$ cat src/rtl/sdram_access_adapter_pkg.sv
// sdram_access_adapter_pkg: size, DQM and state encodings plus the
// address-alignment and halfword swizzle helpers shared by the adapter.
package sdram_access_adapter_pkg;
  typedef enum logic [1:0] {SZ_BYTE = 2'b00, SZ_HALF = 2'b01, SZ_WORD = 2'b10, SZ_DOUBLE = 2'b11} size_e;
  typedef enum logic [2:0] {S_IDLE, S_REFRESH, S_ISSUE, S_DONE, S_ERR} state_e;
  localparam logic [1:0] DQM_ALL = 2'b00;
  localparam logic [1:0] DQM_UPPER = 2'b01;
  localparam logic [1:0] DQM_LOWER = 2'b10;
  localparam int REFRESH_CYCLES_DEFAULT = 1500;
  function automatic logic misaligned(input logic [2:0] addr, input logic [1:0] size);
    return size == SZ_HALF ? addr[0] : size == SZ_WORD ? |addr[1:0] : size == SZ_DOUBLE ? |addr : 1'b0;
  endfunction
  function automatic logic [1:0] dqm_code(input logic odd, input logic [1:0] size);
    return size == SZ_BYTE ? (odd ? DQM_UPPER : DQM_LOWER) : DQM_ALL;
  endfunction
  function automatic logic [2:0] op_count(input logic [1:0] size);
    return size == SZ_WORD ? 3'd1 : size == SZ_DOUBLE ? 3'd3 : 3'd0;
  endfunction
  // Lowest-addressed halfword goes out first, so it sits at the top of the engine word.
  function automatic logic [63:0] pack_write(input logic [63:0] d, input logic [1:0] size);
    return size == SZ_BYTE ? {d[7:0], 56'd0} :
           size == SZ_HALF ? {d[15:0], 48'd0} :
           size == SZ_WORD ? {d[15:0], d[31:16], 32'd0} :
                             {d[15:0], d[31:16], d[47:32], d[63:48]};
  endfunction
  function automatic logic [63:0] unpack_read(input logic [63:0] r, input logic [1:0] size);
    return size == SZ_BYTE ? {56'd0, r[7:0]} :
           size == SZ_HALF ? {48'd0, r[15:0]} :
           size == SZ_WORD ? {32'd0, r[15:0], r[31:16]} :
                             {r[15:0], r[31:16], r[47:32], r[63:48]};
  endfunction
endpackage

$ cat src/rtl/sdram_access_adapter_refresh_timer.sv
// sdram_refresh_timer: saturating auto-refresh interval counter with a
// sticky pending flag, both cleared when the refresh sequencer acknowledges.
module sdram_refresh_timer #(
  parameter int REFRESH_CYCLES = 1500
) (
  input  logic clock,
  input  logic reset,
  input  logic refresh_ack,
  output logic pending
);
  localparam int W = REFRESH_CYCLES > 2 ? $clog2(REFRESH_CYCLES) : 1;
  localparam logic [W-1:0] LIMIT = W'(REFRESH_CYCLES - 1);
  logic [W-1:0] count;
  always_ff @(posedge clock or posedge reset)
    if (reset) begin
      count <= '0;
      pending <= 1'b0;
    end else if (refresh_ack) begin
      count <= '0;
      pending <= 1'b0;
    end else if (count == LIMIT) pending <= 1'b1;
    else count <= count + 1'b1;
endmodule

$ cat src/rtl/sdram_access_adapter.sv
// sdram_access_adapter: turns CPU byte-addressed loads/stores into single
// SDRAM engine jobs, with alignment checks, init gating and refresh slots.
module sdram_access_adapter
  import sdram_access_adapter_pkg::*;
#(
  parameter int REFRESH_CYCLES = REFRESH_CYCLES_DEFAULT,
  parameter int ADDR_W = 26
) (
  input  logic              clock,
  input  logic              reset,
  input  logic              init_done,
  input  logic              cpu_rd_en,
  input  logic              cpu_wr_en,
  input  logic [ADDR_W-1:0] cpu_addr,
  input  logic [1:0]        cpu_size,
  input  logic [63:0]       cpu_wr_data,
  output logic [63:0]       cpu_rd_data,
  output logic              cpu_ack,
  output logic              cpu_err,
  output logic              refresh_req,
  input  logic              refresh_ack,
  output logic              rw_rd_enable,
  output logic              rw_wr_enable,
  output logic [12:0]       rw_row,
  output logic [9:0]        rw_column,
  output logic [1:0]        rw_bank,
  output logic [1:0]        rw_dqm,
  output logic [2:0]        rw_op_num,
  input  logic              rw_end_op,
  input  logic [63:0]       rw_rd_data,
  output logic [63:0]       rw_wr_data
);
  state_e state;
  logic pending;
  logic req;
  logic bad;
  logic [1:0] job_size;
  assign req = cpu_rd_en | cpu_wr_en;
  assign bad = misaligned(cpu_addr[2:0], cpu_size);
  sdram_refresh_timer #(.REFRESH_CYCLES(REFRESH_CYCLES)) u_timer (
    .clock(clock),
    .reset(reset),
    .refresh_ack(refresh_ack),
    .pending(pending)
  );
  always_ff @(posedge clock or posedge reset)
    if (reset) begin
      state <= S_IDLE;
      job_size <= '0;
      cpu_rd_data <= '0;
      cpu_ack <= 1'b0;
      cpu_err <= 1'b0;
      refresh_req <= 1'b0;
      rw_rd_enable <= 1'b0;
      rw_wr_enable <= 1'b0;
      rw_row <= '0;
      rw_column <= '0;
      rw_bank <= '0;
      rw_dqm <= '0;
      rw_op_num <= '0;
      rw_wr_data <= '0;
    end else
      case (state)
        S_IDLE:
          if (pending && init_done) begin
            state <= S_REFRESH;
            refresh_req <= 1'b1;
          end else if (req && init_done && bad) begin
            state <= S_ERR;
            cpu_ack <= 1'b1;
            cpu_err <= 1'b1;
          end else if (req && init_done) begin
            state <= S_ISSUE;
            rw_rd_enable <= cpu_rd_en;
            rw_wr_enable <= !cpu_rd_en;
            rw_bank <= cpu_addr[ADDR_W-1 -: 2];
            rw_row <= cpu_addr[ADDR_W-3 -: 13];
            rw_column <= cpu_addr[10:1];
            rw_dqm <= dqm_code(cpu_addr[0], cpu_size);
            rw_op_num <= op_count(cpu_size);
            rw_wr_data <= pack_write(cpu_wr_data, cpu_size);
            job_size <= cpu_size;
          end
        S_REFRESH:
          if (refresh_ack) begin
            state <= S_IDLE;
            refresh_req <= 1'b0;
          end
        S_ISSUE:
          if (rw_end_op) begin
            state <= S_DONE;
            rw_rd_enable <= 1'b0;
            rw_wr_enable <= 1'b0;
            cpu_ack <= 1'b1;
            if (rw_rd_enable) cpu_rd_data <= unpack_read(rw_rd_data, job_size);
          end
        S_DONE: begin
          state <= S_IDLE;
          cpu_ack <= 1'b0;
        end
        S_ERR: begin
          state <= S_IDLE;
          cpu_ack <= 1'b0;
          cpu_err <= 1'b0;
        end
        default: state <= S_IDLE;
      endcase
endmodule
$ cat config.mk
export PLATFORM = sky130hd
export DESIGN_NAME = sdram_access_adapter
export DESIGN_NICKNAME = d
export VERILOG_FILES = /design/src/rtl/sdram_access_adapter_pkg.sv /design/src/rtl/sdram_access_adapter_refresh_timer.sv /design/src/rtl/sdram_access_adapter.sv
export SDC_FILE = /design/constraint.sdc
export NUM_CORES = 1
export LEC_CHECK = 0
export CAP_MARGIN = 10
export CORE_UTILIZATION = 47
export DETAILED_ROUTE_END_ITERATION = 8
export GPL_TIMING_DRIVEN = 1
export MAX_ROUTING_LAYER = met4
export PLACE_DENSITY = 0.84
export SETUP_SLACK_MARGIN = 0.15
export SYNTH_ARGS = -nofsm -noshare
export SYNTH_HDL_FRONTEND = slang
export SYNTH_HIERARCHICAL = 1
export SYNTH_SLANG_ARGS = --single-unit
$ cat constraint.sdc
create_clock -name clock -period 8.8 [get_ports clock]
set_input_delay 1.76 -clock clock [delete_from_list [all_inputs] [get_ports clock]]
set_output_delay 1.76 -clock clock [all_outputs]
set_load 0.005 [all_outputs]
==> results of run 1 <==
[cell families after synthesis]
group | count (synthesis) | synth area share, %
AOI/OAI and AO/OA | 207 | 15.5
xor gates and xnor gates | 2 | 0.221
adders and majority gates | 1 | 0.158
buffers and inverters | 67 | 4.27
DFF | 179 | 56.6
muxes | 82 | 11.4
other | 1 | 0.0474
and+or+nand+nor | 185 | 11.8
[worst max-delay path: stages]
cell and delay [ps]:
sky130_fd_sc_hd__clkdlybuf4s50_1 1170, sky130_fd_sc_hd__a21oi_1 270, sky130_fd_sc_hd__o211ai_4 710, sky130_fd_sc_hd__nand2b_4 990
sky130_fd_sc_hd__mux2_2 420
[placed cells by master (no fill, tap or decap), types with 6 or more instances in the layout]
master	instances
sky130_fd_sc_hd__a21oi_1	27
sky130_fd_sc_hd__a22o_1	32
sky130_fd_sc_hd__a22oi_1	8
sky130_fd_sc_hd__buf_4	8
sky130_fd_sc_hd__clkbuf_16	17
sky130_fd_sc_hd__clkdlybuf4s50_1	324
sky130_fd_sc_hd__dfrtp_1	177
sky130_fd_sc_hd__mux2_1	6
sky130_fd_sc_hd__mux2_2	59
sky130_fd_sc_hd__mux2i_1	17
sky130_fd_sc_hd__nand2_1	76
sky130_fd_sc_hd__nand3_1	18
sky130_fd_sc_hd__nand4_1	34
sky130_fd_sc_hd__nor2_1	29
sky130_fd_sc_hd__o21ai_0	120
sky130_fd_sc_hd__o21ai_1	6
[worst max-delay path by stage]
stage,end,slack (ps),from,depth (start not counted)
after floorplan,cpu_ack$_DFFE_PP0P_,2520,reset,1
after global placement,rw_row[5]$_DFFE_PP0P_,3280,cpu_size[1],5
after detailed placement,rw_row[10]$_DFFE_PP0P_,3260,cpu_size[1],5
after CTS,rw_column[3]$_DFFE_PP0P_,3730,cpu_size[1],5
after global routing,rw_row[11]$_DFFE_PP0P_,3450,cpu_size[1],5
final,rw_row[11]$_DFFE_PP0P_,3720,cpu_size[1],5
[routing by layer]
layer	global-route usage (%)	share of wire [%]
met4	13.8	3.9
met3	6.38	5.8
met5	-	0
met1	37.6	42
met2	45.6	49
[metrics by stage]
step	hold WS, ps	util (%)	worst slack, ps	std cells
floorplan	474	-	2520	724
global placement	460	67.7	3280	1214
detailed placement	475	67.7	3260	1214
CTS	490	71.7	3730	1245
global route	513	71.7	3450	1245
finish	486	71.7	3720	1245
[sequential cells by signal, summed over array words and instances, names as in the netlist, 2 cells and up]
name	count
cpu_rd_data	64
rw_wr_data	64
rw_row	13
u_timer/count	11
rw_column	10
state	3
job_size	2
rw_bank	2
rw_dqm	2
rw_op_num	2
[layout make-up]
| type | instances | area, µm² | area share (%) |
|---|---|---|---|
| Sequential cell | 179 | 4480 | 37.9 |
| Timing Repair Buffer | 332 | 3300 | 27.9 |
| Multi-Input combinational cell | 478 | 3110 | 26.2 |
| Clock buffer | 17 | 425 | 3.59 |
| Tap cell | 220 | 275 | 2.32 |
| Clock inverter | 14 | 225 | 1.90 |
| Inverter | 5 | 23.8 | 0.201 |
[power breakdown]
part | switching [W] | total [W] | leakage (nW) | internal, W
combinational | 0.000618 | 0.00148 | 2.51 | 0.000857
sequential | 0.000189 | 0.00133 | 2.33 | 0.00115
clock | 0.000339 | 0.000847 | 0.313 | 0.000508
total | 0.00115 | 0.00366 | 5.15 | 0.00251
==> results.ini, run 1 <==
[status]
run_status=finished, final reports clean

[sta]
unrepaired_setup_endpoints_after_global_routing=no
drv_slew=0
slew_headroom_pct=27.3
clock_skews_ps=11.8
tightest_slew_ps=1090
setup_tns_ps=0
fin_crit_sh_pct=57.7
timing.fmax_mhz=197
finalSetupViolCount=0
fin_crit_ps=5080
hold_viol_final=0

[synthesis]
post-synth-top-count-cell=sky130_fd_sc_hd__dfrtp_1
synth.net_count=888
synthTopCellsByCount=179 x sky130_fd_sc_hd__dfrtp_1, 120 x sky130_fd_sc_hd__o21ai_0, 76 x sky130_fd_sc_hd__nand2_1
synth.largest_area_cell=sky130_fd_sc_hd__dfrtp_1
yosys_register_bits=179
yosys.cell_types.count=51
async_reset_ff_share_pct=100
netlist_top_cells_area=sky130_fd_sc_hd__dfrtp_1 57%, sky130_fd_sc_hd__mux2_2 8.4%, sky130_fd_sc_hd__o21ai_0 7.6%
synth_top_area_share_pct=56.6
post_synth_design_cell_area_um2=7920
synth_warnings=6
synthCells=724
number_of_enable_type_register_cells_in_the_synthesized_netlist=0
postSynthAreaPerCell_um2=10.9
seq_area_frac_synth_pct=56.6
yosys_most_used_dff=sky130_fd_sc_hd__dfrtp_1

[worst_setup_path]
r2r-end=cpu_rd_data[0]$_DFFE_PP0P_
worst-r2r-cell-count=5
worstReg2RegStart=state[0]$_DFFE_PP0P_
crit_path_max_fanout=98
timing.reg2reg.setup_slack_ps=6070
timing.critical_path.from_type=primary input
crit_arrival_ps=5380
setup.worst_path.class=in -> reg
end_kind=register
crit_required_ps=9110

[hold_path]
hold_path_depth=1
worstHoldStart=cpu_rd_data[1]$_DFFE_PP0P_
whs_endpoint=cpu_rd_data[1]$_DFFE_PP0P_
hp-class=reg -> reg

[flow_run]
max-cap-violations=0

[cts]
tritoncts_clock_tree=built
cts_sinks=179
worst_skew_pair.late_latency_ps=430
ctsLongestPathBuffers=2
cts.repair.resized=0
root_buffer=sky130_fd_sc_hd__clkbuf_16
post_cts.repair.setup_buffers=0
htree_num_levels=4
clkSlewWorstSetupHoldPaths_ps=70
cts_buffers=17
hold_buffers=0

[route]
detail_route.drc_violations=0
routed_via_count=6895
dr.pass1.iters=5
avgRoutedWirePerCell_um=19.6
drt-total-wl_um=24400
final_antenna_net_count=0
detail_route.iter0.violations=551
route.detailed.vias_per_inst=5.54

[cells_and_area]
finalInstanceArea_um2=11800
diode_insertion_count_for_antenna_repair=0
fill_cells=1204
final_layout_size_suffix_gt1_share_pct=10.9
num-nets-final=1177
syn2layout_area_growth_pct=49.6

[floorplan]
die_h_um=132
floorplan.rows=47
core_um2=16500
die_width_um=132
design.portCount=326
floorplan.initialDensity_pct=47.9
floorplan.die_area_um2=17400

[global_routing]
grt_pass1_wl_um=38400
grt.total_usage_pct=29.7
grt_antenna_before_repair=0
globalRouteOverflowTotal=0
grt_max_degree=99
first_global_vias=6859

[power]
totalPowerFinal_w=0.00366
p_leak_nw=5.15
vdd.ir_drop.worst_mv=0.191
power_density_nw_per_um2=309

[placement]
placement.io_buffers=324
place_congestion=0.879
place.detailed.hpwl_um=17000
place_area_um2=11200

Power figures use the tool's default switching activity.
==> inputs of run 2 (changes only) <==
--- a/config.mk
+++ b/config.mk
@@ -6,11 +6,11 @@
 export NUM_CORES = 1
 export LEC_CHECK = 0
 export CAP_MARGIN = 10
-export CORE_UTILIZATION = 47
+export CORE_UTILIZATION = 43
 export DETAILED_ROUTE_END_ITERATION = 8
 export GPL_TIMING_DRIVEN = 1
 export MAX_ROUTING_LAYER = met4
-export PLACE_DENSITY = 0.84
+export PLACE_DENSITY = 0.77
 export SETUP_SLACK_MARGIN = 0.15
 export SYNTH_ARGS = -nofsm -noshare
 export SYNTH_HDL_FRONTEND = slang
==> constraint.sdc (replaced) <==
create_clock -name clock -period 4.8 [get_ports clock]
set_input_delay 0.96 -clock clock [delete_from_list [all_inputs] [get_ports clock]]
set_output_delay 0.96 -clock clock [all_outputs]
set_load 0.005 [all_outputs]
==> results.ini, run 2 (synthesized netlist as in run 1, its figures left out) <==
[cts]
hold_buffers=0
cts_buffers=17
post_cts.repair.setup_buffers=0
htree_num_levels=4
worst_skew_pair.late_latency_ps=430
clkSlewWorstSetupHoldPaths_ps=70
cts.repair.resized=0
ctsLongestPathBuffers=2
tritoncts_clock_tree=built
root_buffer=sky130_fd_sc_hd__clkbuf_16
cts_sinks=179

[placement]
place_area_um2=11300
placement.io_buffers=324
place_congestion=0.847
place.detailed.hpwl_um=17000
place.detailed.instances=1229

[global_routing]
grt_antenna_before_repair=0
globalRouteOverflowTotal=0
grt_pass1_wl_um=36600
grt.total_usage_pct=26.4
first_global_vias=6534
grt_max_degree=144

[floorplan]
die_width_um=138
design.portCount=326
floorplan.rows=49
core_um2=18000
floorplan.initialDensity_pct=43.9
die_h_um=138
floorplan.die_area_um2=19000

[sta]
timing.fmax_mhz=317
slew_headroom_pct=41.6
unrepaired_setup_endpoints_after_global_routing=no
drv_slew=0
fin_crit_ps=3160
finalSetupViolCount=0
clock_skews_ps=7.68
setup_tns_ps=0
tightest_slew_ps=876
hold_viol_final=0
fin_crit_sh_pct=65.8

[power]
p_leak_nw=5.16
vdd.ir_drop.worst_mv=0.314
combPwrFrac_pct=40.9
total_switching_power_w=0.00213
p_seq_share_pct=38.1
p_int_w=0.00442
totalPowerFinal_w=0.00655
power_density_nw_per_um2=551
fraction_of_power_spent_switching_nets_pct=32.5
power.share.clock_pct=21.0

[route]
detail_route.drc_violations=0
drt-total-wl_um=24400
avgRoutedWirePerCell_um=19.3
route.detailed.vias_per_inst=5.42
final_antenna_net_count=0
detail_route.iter0.violations=467
routed_via_count=6850
dr.pass1.iters=4

[cells_and_area]
num-nets-final=1184
finalInstanceArea_um2=11900
fill_cells=1427
final_layout_size_suffix_gt1_share_pct=11.5
reg.largest.list=cpu_rd_data x64, rw_wr_data x64, rw_row x13
layout_common_cells=324 x sky130_fd_sc_hd__clkdlybuf4s50_1, 177 x sky130_fd_sc_hd__dfrtp_1, 120 x sky130_fd_sc_hd__o21ai_0
syn2layout_area_growth_pct=50.1
layoutNonFillerInstCount=1263
postLayoutCoreUtil_pct=65.9
leading_cell_type_in_the_layout_fill_and_taps_excluded=sky130_fd_sc_hd__clkdlybuf4s50_1

[worst_setup_path]
slowest_delay_ps=750
crit_required_ps=5110
end_kind=register
timing.critical_path.from_type=primary input
crit_path_max_fanout=52
cp_num_buf_inv=3
crit_arrival_ps=3470
setup.worst_path.class=in -> reg
critical-path-top-delay-family=buffers and inverters
timing.critical_path.slowest_stage_cell=sky130_fd_sc_hd__clkdlybuf4s50_1
timing.critical_path.cells=clkdlybuf4s50_1 -> inv_1 -> o211ai_4 -> nand2b_4 -> buf_12 -> mux2_2

[flow_run]
max-cap-violations=0

[hold_path]
hp-class=reg -> reg

[status]
run_status=finished, final reports clean

[run 2: layout make-up]
type	instances	area, µm²	share of cell area, %
tap	229	287	2.41
antenna	1	2.50	0.0211
multi-input combinational	478	3110	26.1
timing repair buffer	339	3400	28.6
inverter	5	22.5	0.190
clock buffer	18	429	3.61
clock inverter	14	150	1.26
sequential	179	4480	37.7
[run 2: stage by stage]
step / hold slack (ps) / setup slack (ps)
after CTS: 488 / 1640
after detailed placement: 473 / 1200
after floorplan: 474 / 1710
final: 485 / 1640
after global placement: 460 / 1260
after global routing: 504 / 1500
[run 2: power groups by stage]
stage	combinational (W)	sequential, W	clock (W)
after CTS	0.00269	0.00249	0.00140
after global routing	0.00288	0.00258	0.00146
after floorplan	0.00108	0.00245	0
after detailed placement	0.00268	0.00250	0
final	0.00268	0.00249	0.00138
after global placement	0.00263	0.00250	0
[run 2: per-layer routing]
metal  vias up  wire, µm  track usage (%)
li1       3206         -                -
met1      3350     10200             34.6
met2       253     12200             41.1
met3        41      1490             5.26
met4         0       559             8.61
met5         -         0                -
[run 2: final timing paths]
path	startpoint	to	slack, ps	cells after the start
worst max-delay path	cpu_size[0]	rw_column[5]$_DFFE_PP0P_	1640	6
worst min-delay path	cpu_rd_data[40]$_DFFE_PP0P_	cpu_rd_data[40]$_DFFE_PP0P_	490	2
worst min register to register	cpu_rd_data[40]$_DFFE_PP0P_	cpu_rd_data[40]$_DFFE_PP0P_	490	2
max in group asynchronous	reset	job_size[1]$_DFFE_PP0P_	2660	3
worst max register to register	state[1]$_DFFE_PP0P_	cpu_rd_data[37]$_DFFE_PP0P_	2510	5
min in group asynchronous	reset	u_timer/count[3]$_DFFE_PP0P_	940	2
[run 2: worst reg2reg max path: cells and delay by family, from the launching register on]
| kind | cells | cell delay [ps] |
|---|---|---|
| flip-flops | 1 | 550 |
| buffers and inverters | 1 | 350 |
| AND/OR/NAND/NOR | 4 | 1330 |
